**config.mk**
```make
export PLATFORM = sky130hd
export DESIGN_NAME = seg_scan_driver
export DESIGN_NICKNAME = d
export VERILOG_FILES = /design/src/rtl/seg_scan_driver.sv
export SDC_FILE = /design/constraint.sdc
export NUM_CORES = 1
export LEC_CHECK = 0
export CAP_MARGIN = 30
export CORE_ASPECT_RATIO = 1.1
export CORE_UTILIZATION = 49
export CTS_CLUSTER_SIZE = 16
export DETAILED_ROUTE_END_ITERATION = 10
export PLACE_DENSITY = 0.75
export SETUP_SLACK_MARGIN = 0.2
export SLEW_MARGIN = 40
export SYNTH_ARGS = -nofsm -noshare
export SYNTH_HDL_FRONTEND = slang
export SYNTH_SLANG_ARGS = --single-unit
```
**constraint.sdc**
```tcl
create_clock -name clk -period 1.84 [get_ports clk]
set_input_delay 0.276 -clock clk [delete_from_list [all_inputs] [get_ports clk]]
set_output_delay 0.276 -clock clk [all_outputs]
set_load 0.005 [all_outputs]
```
**src/rtl/seg_scan_driver.sv**
```systemverilog
// seg_scan_driver: time-multiplexed driver for a 4-digit common-anode
// seven-segment display. Latches BCD digits and decimal points once per
// frame, scans digit 0..3 with a blanking gap at the start of each slot.
// All outputs are registered and active-low (except frame_start).
// Optional feature: define SEG_LZB_EN for leading-zero blanking.
module seg_scan_driver #(
    parameter int REFRESH_DIV  = 100000,
    parameter int BLANK_CYCLES = 1000
) (
    input  logic        clk,
    input  logic        rst_n,
    input  logic [15:0] digits,
    input  logic [3:0]  dp,
    output logic [6:0]  seg,
    output logic        dp_out,
    output logic [3:0]  an,
    output logic        frame_start
);

    localparam int CW = (REFRESH_DIV > 2) ? $clog2(REFRESH_DIV) : 1;
    localparam logic [CW-1:0] CNT_LAST  = CW'(REFRESH_DIV - 1);
    localparam logic [CW-1:0] BLANK_END = CW'(BLANK_CYCLES);

    localparam logic [0:0] ST_BLANK = 1'b0;
    localparam logic [0:0] ST_DRIVE = 1'b1;

    logic [CW-1:0] cnt;
    logic [1:0]    idx;
    logic [15:0]   fdig;
    logic [3:0]    fdp;

    logic [0:0]    state;
    logic [3:0]    nib;
    logic [6:0]    seg_dec;
    logic          lz_hide;
    logic [6:0]    seg_nxt;
    logic          dp_nxt;
    logic [3:0]    an_nxt;
    logic          frame_edge;

    // Slot phase: blank during the first BLANK_CYCLES of every slot
    always_comb begin
        state      = (cnt < BLANK_END) ? ST_BLANK : ST_DRIVE;
        frame_edge = (cnt == '0) && (idx == 2'd0);
        nib        = fdig[{idx, 2'b00} +: 4];
    end

    // BCD to active-low gfedcba; non-BCD nibbles render as all-off
    always_comb begin
        case (nib)
            4'd0:    seg_dec = 7'b1000000;
            4'd1:    seg_dec = 7'b1111001;
            4'd2:    seg_dec = 7'b0100100;
            4'd3:    seg_dec = 7'b0110000;
            4'd4:    seg_dec = 7'b0011001;
            4'd5:    seg_dec = 7'b0010010;
            4'd6:    seg_dec = 7'b0000010;
            4'd7:    seg_dec = 7'b1111000;
            4'd8:    seg_dec = 7'b0000000;
            4'd9:    seg_dec = 7'b0010000;
            default: seg_dec = 7'b1111111;
        endcase
    end

    // Leading-zero suppression: digit i hides when it and all higher digits are zero
    always_comb begin
        lz_hide = 1'b0;
`ifdef SEG_LZB_EN
        case (idx)
            2'd3:    lz_hide = (fdig[15:12] == 4'h0);
            2'd2:    lz_hide = (fdig[15:8]  == 8'h00);
            2'd1:    lz_hide = (fdig[15:4]  == 12'h000);
            default: lz_hide = 1'b0;
        endcase
`endif
    end

    // Next output pattern from the current slot state
    always_comb begin
        an_nxt  = '1;
        seg_nxt = '1;
        dp_nxt  = 1'b1;
        if (state == ST_DRIVE && !lz_hide) begin
            an_nxt  = ~(4'b0001 << idx);
            seg_nxt = seg_dec;
            dp_nxt  = ~fdp[idx];
        end
    end

    // Slot counter, digit index and per-frame input latch
    always_ff @(posedge clk or negedge rst_n) begin
        if (!rst_n) begin
            cnt  <= '0;
            idx  <= 2'd0;
            fdig <= '0;
            fdp  <= '0;
        end else begin
            if (cnt == CNT_LAST) begin
                cnt <= '0;
                idx <= idx + 2'd1;
            end else begin
                cnt <= cnt + 1'b1;
            end
            if (frame_edge) begin
                fdig <= digits;
                fdp  <= dp;
            end
        end
    end

    // Registered outputs; reset forces the display dark immediately
    always_ff @(posedge clk or negedge rst_n) begin
        if (!rst_n) begin
            an          <= '1;
            seg         <= '1;
            dp_out      <= 1'b1;
            frame_start <= 1'b0;
        end else begin
            an          <= an_nxt;
            seg         <= seg_nxt;
            dp_out      <= dp_nxt;
            frame_start <= frame_edge;
        end
    end

endmodule
```
======== Word-level counts from Yosys, hierarchy flattened ========
Memories as Yosys holds them, arrays and structs flattened.
Index checks and enable logic that the tools add are counted.
storage, ports and cells
  register bits after elaboration ......... 52
  bits in latches ......................... 0
  memory bits (writable) .................. 0
  ROM bits ................................ 112
  input port bits ......................... 22
  output and inout bits ................... 13
  memories kept ........................... 1
operators by class
  add/sub/neg operators ................... 2
  multiply operators ...................... 0
  divide/modulo/power cells ............... 0
  magnitude comparators ................... 2
  eq/ne operators ......................... 1
  shift-type cells ........................ 2
  mux-type cells .......................... 6
  bitwise gates (word level) .............. 2
  reduce and logical (&&, ||, !) cells .... 3
memory list
  name             depth  bits a word  rd ports  clocked after Yosys merged registers in  wr ports  RTL line  text
  (no name shown)  16     7            1         0                                        0         50        case (nib)
operator list
  operator                                                                         count
  17-bit by 1-bit adder with 17-bit output (second input constant)                 1
  17-bit == test (second input constant)                                           1
  17-bit logical NOT                                                               1
  17-bit by 10-bit less-than comparator with 1-bit output (second input constant)  1
  17-bit 2-to-1 mux                                                                1
  16-bit by 5-bit indexed part select with 4-bit output                            1
  7-bit 2-to-1 mux                                                                 1
  4-bit 2-to-1 mux                                                                 1
  4-bit inverter                                                                   1
  1-bit by 2-bit left shift with 4-bit output (first input constant)               1
  2-bit by 3-bit less-than comparator with 1-bit output (second input constant)    1
  2-bit by 1-bit adder with 2-bit output (second input constant)                   1
  1-bit binary-select mux with 2-bit select                                        1
  2-bit logical NOT                                                                1
  1-bit 2-to-1 mux                                                                 2
  1-bit logical AND                                                                1
  1-bit inverter                                                                   1

======== Logic depth before layout (Yosys ltp) ========
Gate-level depths: netlist of the first run.
  depth in word-level cells ............... 4
  depth in mapped cells ................... 8
  gate-level depth less buffers ........... 7

======== Worst setup path before layout of the first run ========
Ideal clock, no wire load.
  kind .................................... register to register
  from .................................... register cnt[11]
  to ...................................... register fdig[0]
  data arrival time ....................... 1,889 ps
  slack ................................... -174 ps
  stages on the path, launching flop included .. 6
  path through ............................ dfrtp_1 > or4_4 > or2_4 > nor3_4 > buf_6 > mux2_4
on the way
  cells in the longest elaborated chain, start to end .. 2
RTL lines
  element                 RTL line  text
  from (decl)             27        logic [CW-1:0] cnt;
  from (signal assigned)  102       cnt <= cnt + 1'b1;
  17-bit logical NOT      44        frame_edge = (cnt == '0) && (idx == 2'd0);
  1-bit logical AND       44
  to (signal assigned)    105       fdig <= digits;
  to (decl)               29        logic [15:0] fdig;
Every way passes these cells.
A chain may end at the register's enable or synchronous reset.

======== Final worst setup path of the first run ========
  from .................................... register cnt[13]
  to ...................................... register fdig[3]
The elaborated chain is that of the path after synthesis.

==> impl_metrics.json, run 1 <==
{
  "status": "complete, but fails checks",
  "violations": "design-rule violations, negative setup slack",
  "die_w_um": 71.1,
  "synth_edf_count": 0,
  "use_met1": 0.238,
  "timing.rr.end": "fdig[3]$_DFFE_PN0P_",
  "syn_area_per_cell_sq_um": 12.7,
  "grt-busiest-layer": "met2",
  "path_class": "flip-flop to flip-flop",
  "final_nets": 304,
  "drv_slew": 0,
  "hold_path_class": "input pin to async pin",
  "powerDensity_nw_per_um2": 592,
  "area_growth_syn_to_layout_pct": 34.9,
  "path_clk_slew_ns": 0.10,
  "vias": 1745,
  "wl_mm": 5.04,
  "ant_nets": 0,
  "wire_per_inst_um": 15.3,
  "io_buffers": 34,
  "cts_max_level": 2,
  "viasPerCell": 5.29,
  "use_met3": 0.0403,
  "grt_use_total": 0.200,
  "finalSetupViolations": 33,
  "p_sw_uw": 493,
  "use_met2": 0.352,
  "grt.overflow.total": 0,
  "drt_iter0_drc": 87,
  "finalSetupTns_ns": -3.17,
  "synth_flop_cell": "dfrtp_1",
  "power_frac_seq": 0.575,
  "pwr-share-comb": 0.094,
  "power_mw": 2.05,
  "power.internal_mw": 1.56,
  "seq_area_frac_synth": 0.512,
  "fin_crit_ns": 2.00,
  "gp_congestion": 0.795,
  "ff2ff_path_depth": 5,
  "grt_pass1_wl_mm": 8.34,
  "ys.warnings.count": 0,
  "worstMarginPinSlew_ns": 0.601,
  "ys_seq_elements": 52,
  "synth_async_sr_flop_share": 1.00,
  "netlist_instances": 203,
  "cts_made_buffers": 5,
  "r2r_start": "cnt[13]$_DFF_PN0_",
  "rsz0062_at_grt": "true",
  "timing.fmax_mhz": 501,
  "core-area_sq_um": 5030,
  "antenna_found_initial": 0,
  "cts.sinks": 52,
  "synth.distinct_cells": 38,
  "period_share": 1.08,
  "worst_slack_ns": -0.156,
  "grt_max_degree": 30,
  "io_pins": 35,
  "first_pass_iters": 7,
  "drive_gt1_frac": 0.404,
  "synth_nets": 236,
  "drcViolationCount": 3,
  "power.leakage_nw": 1.49,
  "crit_fanout": 20,
  "antennaDiodeCount": 0,
  "arrival_ns": 2.19,
  "cts_tree": "built",
  "timing.clock.skew_ns": 0.0111,
  "cts_buffer_depth": 2,
  "cap_viol_max_count": 0,
  "worstSetupStartpoint": "cnt[13]$_DFF_PN0_",
  "p_clk_frac": 0.332,
  "cts_root_buf": "clkbuf_8",
  "fp.dieArea_sq_um": 5540,
  "endpoint": "fdig[3]$_DFFE_PN0P_",
  "p_sw_frac": 0.240,
  "finalHoldViolCount": 0,
  "start_util": 0.511,
  "hpwl_mm": 3.71,
  "slew_headroom": 0.599,
  "synth_area_sq_um": 2570,
  "max-vdd-ir-drop_v": 0.000479,
  "end_kind": "flip-flop",
  "worstPathRequired_ns": 2.04,
  "reg2reg_slack_ns": -0.16,
  "die_h_um": 78.0,
  "cp-start-kind": "flip-flop",
  "grt_pass1_vias": 1785,
  "placementRows": 27,
  "clk_latency_ns": 0.31
}
[worst max-delay path: stages, from the launching register on]
cell and delay, ns:
dfrtp_1 0.40, or4_4 0.54, or2_4 0.26, nor3_4 0.15, buf_12 0.22, mux2_4 0.32
[cells by family (layout without fill, tap and decap cells)]
group | count (synthesis) | count (layout) | synth area share
adders and majority gates | 11 | 11 | 0.0535
DFF | 52 | 52 | 0.512
muxes | 30 | 30 | 0.181
AOI/OAI and AO/OA | 16 | 16 | 0.0389
and+or+nand+nor | 61 | 61 | 0.131
xor gates and xnor gates | 15 | 15 | 0.0511
buffers and inverters | 18 | 87 | 0.0326
[power by group through the flow]
stage | logic, mW | clock network (mW) | registers [mW]
3_3_place_gp | 0.169 | 0 | 1.20
6_report | 0.193 | 0.681 | 1.18
3_5_place_dp | 0.174 | 0 | 1.20
2_1_floorplan | 0.0848 | 0 | 1.19
5_1_grt | 0.209 | 0.749 | 1.18
4_1_cts | 0.176 | 0.696 | 1.18
[flip-flops by register name, summed over array words and instances, names as in the netlist]
signal	count
an	4
cnt	17
dp_out	1
fdig	16
fdp	4
frame_start	1
idx	2
seg	7
[placed cells by master (no fill, tap or decap), drive strengths merged, types with 2 or more instances in the layout]
cell type / n
buf: 35
clkdlybuf4s50: 29
a21oi: 2
nand2b: 2
dfstp: 12
nand3: 4
clkbuf: 5
mux2i: 2
clkinv: 2
or3: 3
ha: 11
inv: 11
nand2: 17
dlymetal6s2s: 4
nor3: 6
nand4: 8
mux2: 23
o21ai: 5
or2: 2
nor2: 12
xnor2: 12
and4: 3
o22ai: 4
xor2: 3
mux4: 5
dfrtp: 40
[synthesized netlist by cell type, types with 3 or more instances]
library cell	n	share of area
dfrtp_1	40	0.39
mux2_4	20	0.12
nand2_1	17	0.025
dfstp_2	12	0.12
xnor2_1	12	0.041
ha_1	11	0.054
nor2_1	11	0.016
inv_1	10	0.015
nand4_1	8	0.019
clkbuf_1	5	0.0073
mux4_2	5	0.044
nor3_1	5	0.0097
o21ai_0	5	0.0097
nand3_1	4	0.0078
o22ai_1	4	0.0097
and4_1	3	0.010
mux2_2	3	0.013
xor2_1	3	0.010
[worst min path at each step]
stage | start | endpoint | slack, ns | cells after the start
6_report | rst_n | fdig[0]$_DFFE_PN0P_ | 0.51 | 2
5_1_grt | fdig[5]$_DFFE_PN0P_ | fdig[5]$_DFFE_PN0P_ | 0.54 | 1
4_1_cts | fdig[4]$_DFFE_PN0P_ | fdig[4]$_DFFE_PN0P_ | 0.52 | 1
3_5_place_dp | rst_n | frame_start$_DFF_PN0_ | 0.31 | 1
3_3_place_gp | rst_n | frame_start$_DFF_PN0_ | 0.31 | 1
2_1_floorplan | rst_n | cnt[0]$_DFF_PN0_ | -0.02 | 0
[metal layers]
layer | up-vias | share of wire
met5 | - | 0
met4 | 0 | 0.019
met1 | 860 | 0.42
met2 | 39 | 0.53
li1 | 838 | -
met3 | 8 | 0.030
[repair_timing]
action,CTS,global route
setup buffers,2,2
endpoints found under the hold margin,15,0
gates resized for setup,6,20
hold buffers,1,0
pin swaps,0,6
setup endpoints to repair,38,47
cloned,0,0
[metrics by stage]
stage | hold slack (ns) | cell area, sq um | instances | setup slack, ns | util
floorplan | -0.0196 | 2630 | 203 | -0.0776 | -
global placement | 0.313 | 3240 | 317 | -0.119 | 0.643
detailed placement | 0.314 | 3240 | 317 | -0.143 | 0.643
CTS | 0.523 | 3380 | 328 | -0.154 | 0.672
global route | 0.538 | 3470 | 330 | -0.221 | 0.690
finish | 0.510 | 3470 | 330 | -0.156 | 0.690
[layout make-up]
| type | instances | area, sq um |
|---|---|---|
| fillers | 352 | 1560 |
| flip-flops and latches | 52 | 1320 |
| multi-input cells | 133 | 1280 |
| repair buffers | 69 | 662 |
| well taps | 58 | 72.6 |
| clock buffers | 5 | 68.8 |
| inverters | 10 | 40.0 |
| clock inverters | 3 | 26.3 |
No activity file was read; power rests on OpenSTA's default activity.
==> run 2: changes to the inputs <==
--- a/config.mk
+++ b/config.mk
@@ -5,7 +5,7 @@
 export SDC_FILE = /design/constraint.sdc
 export NUM_CORES = 1
 export LEC_CHECK = 0
-export CAP_MARGIN = 30
+export CAP_MARGIN = 20
 export CORE_ASPECT_RATIO = 1.1
 export CORE_UTILIZATION = 49
 export CTS_CLUSTER_SIZE = 16
==> results of run 2 <==
No change in the layout: final DEF, timing and power equal those of run 1.
==> run 3: changes to the inputs <==
--- a/config.mk
+++ b/config.mk
@@ -7,10 +7,11 @@
 export LEC_CHECK = 0
 export CAP_MARGIN = 20
 export CORE_ASPECT_RATIO = 1.1
-export CORE_UTILIZATION = 49
+export CORE_UTILIZATION = 51
 export CTS_CLUSTER_SIZE = 16
 export DETAILED_ROUTE_END_ITERATION = 10
-export PLACE_DENSITY = 0.75
+export DONT_BUFFER_PORTS = 1
+export PLACE_DENSITY_LB_ADDON = 0.25
 export SETUP_SLACK_MARGIN = 0.2
 export SLEW_MARGIN = 40
 export SYNTH_ARGS = -nofsm -noshare
==> run 3 against run 2 <==
The flow finishes with violations (negative setup slack); first-iteration DRC count up 21%; critical path depth unchanged; clock power shrank 7.2%; design area fell by 8.8%; die area shrank 3.8%; wire length increased by 3.7%; maximum frequency grew 1.3%; register-to-register slack gained 0.03 ns; critical endpoint is now fdp[3]$_DFFE_PN0P_; core utilization fell by 2.3 points; sequential share of layout area increased by 3.6 points.
==> impl_metrics.json, run 3 (synthesis gave the netlist of run 1 again) <==
{
  "io_pins": 35,
  "die_w_um": 69.7,
  "finalHoldViolCount": 0,
  "antenna_found_initial": 0,
  "drive_gt1_frac": 0.475,
  "gp_congestion": 0.798,
  "fp.dieArea_sq_um": 5330,
  "mostFrequentLayoutCells": "dfrtp_1, buf_4, mux2_4, nand2_1, dfstp_2",
  "worstPathRequired_ns": 2.04,
  "grt.overflow.total": 0,
  "drv_slew": 0,
  "grt_pass1_wl_mm": 8.69,
  "slew_headroom": 0.772,
  "viasPerCell": 5.65,
  "timing.clock.skew_ns": 0.00893,
  "final_common_cell": "dfrtp_1",
  "crit_fanout": 20,
  "power_mw": 1.98,
  "nFillCells": 350,
  "worstMarginPinSlew_ns": 0.339,
  "clk_latency_ns": 0.31,
  "largest_reg_flops": 17,
  "power.leakage_nw": 1.39,
  "ant_nets": 0,
  "die_h_um": 76.5,
  "hpwl_mm": 3.56,
  "period_share": 1.07,
  "wl_mm": 5.23,
  "cts.sinks": 52,
  "cts_tree": "built",
  "max-vdd-ir-drop_v": 0.000355,
  "cap_viol_max_count": 0,
  "cts_made_buffers": 5,
  "reg_top3": "cnt (17), fdig (16), seg (7)",
  "hold_ws_ns": 0.105,
  "area_growth_syn_to_layout_pct": 23.1,
  "path_class": "flip-flop to flip-flop",
  "min_path_cells": 1,
  "end_kind": "flip-flop",
  "powerDensity_nw_per_um2": 624,
  "arrival_ns": 2.17,
  "first_pass_iters": 4,
  "io_buffers": 0,
  "grt_pass1_vias": 1828,
  "rsz0062_at_grt": "true",
  "cts_max_level": 2,
  "final_nets": 275,
  "status": "complete, but fails checks",
  "cts_buffer_depth": 2,
  "seqCellArea_sq_um": 1320,
  "fin_crit_ns": 1.97,
  "core-area_sq_um": 4750,
  "grt_use_total": 0.215,
  "multi_input_comb_area_sq_um": 1280,
  "path_clk_slew_ns": 0.09,
  "top_register": "cnt",
  "placementRows": 26,
  "worst_slack_ns": -0.130,
  "ff2ff_path_depth": 5,
  "drt_iter0_drc": 105,
  "grt_max_degree": 53,
  "cp-start-kind": "flip-flop",
  "timing.fmax_mhz": 508,
  "cts_root_buf": "clkbuf_8",
  "drcViolationCount": 0,
  "start_util": 0.542,
  "finalSetupViolations": 27,
  "antennaDiodeCount": 0,
  "hold_path_class": "input pin to flip-flop",
  "violations": "negative setup slack",
  "place_ws_ns": -0.128,
  "wire_per_inst_um": 17.5,
  "vias": 1684
}
-- run 3: repair_timing --
action | CTS | global route
buffers inserted | 3 | 3
pin swaps | 8 | 6
hold buffers | 2 | 0
gates resized for setup | 20 | 6
hold endpoints to repair | 52 | 0
setup endpoints to repair | 41 | 41
cloned | 0 | 0
-- run 3: cell type report --
cell class | count | area share
Clock buffer | 5 | 0.0217
Sequential cell | 52 | 0.416
Inverter | 10 | 0.0119
Timing Repair Buffer | 40 | 0.119
Multi-Input combinational cell | 133 | 0.405
Tap cell | 56 | 0.0221
Clock inverter | 2 | 0.00395
-- run 3: report_power, final --
part	internal (mW)	switching, mW
Combinational	0.0923	0.0736
Clock	0.258	0.373
Sequential	1.17	0.0129
-- run 3: final timing paths --
check,from,end,slack (ns)
max,cnt[13]$_DFF_PN0_,fdp[3]$_DFFE_PN0P_,-0.13
min,digits[13],fdig[13]$_DFFE_PN0P_,0.10
max reg2reg,cnt[13]$_DFF_PN0_,fdp[3]$_DFFE_PN0P_,-0.13
min reg2reg,fdp[2]$_DFFE_PN0P_,fdp[2]$_DFFE_PN0P_,0.51
max in group asynchronous,rst_n,an[1]$_DFF_PN1_,1.09
min in group asynchronous,rst_n,fdig[4]$_DFFE_PN0P_,0.47
-- run 3: through the flow --
stage	std cells	setup TNS, ns	cell area (sq um)	util
after global placement	283	-1.91	2900	0.611
after CTS	295	-2.85	3120	0.656
after detailed placement	283	-2.77	2900	0.611
final	298	-2.63	3170	0.667
after floorplan	203	-1.65	2630	-
after global routing	298	-4.60	3170	0.667
-- run 3: metal layers --
layer  track usage  wire, um  vias to the layer above
met4         0.106       184                        0
met5             0         0                        -
met1         0.243      2060                      857
met2         0.380      2830                       33
li1              -         -                      777
met3        0.0489       153                       17
-- run 3: worst max-delay path: stages, from the launching register on --
cell	delay [ns]
dfrtp_1	0.39
or4_4	0.53
or2_4	0.25
nor3_4	0.15
buf_12	0.22
mux2_4	0.32
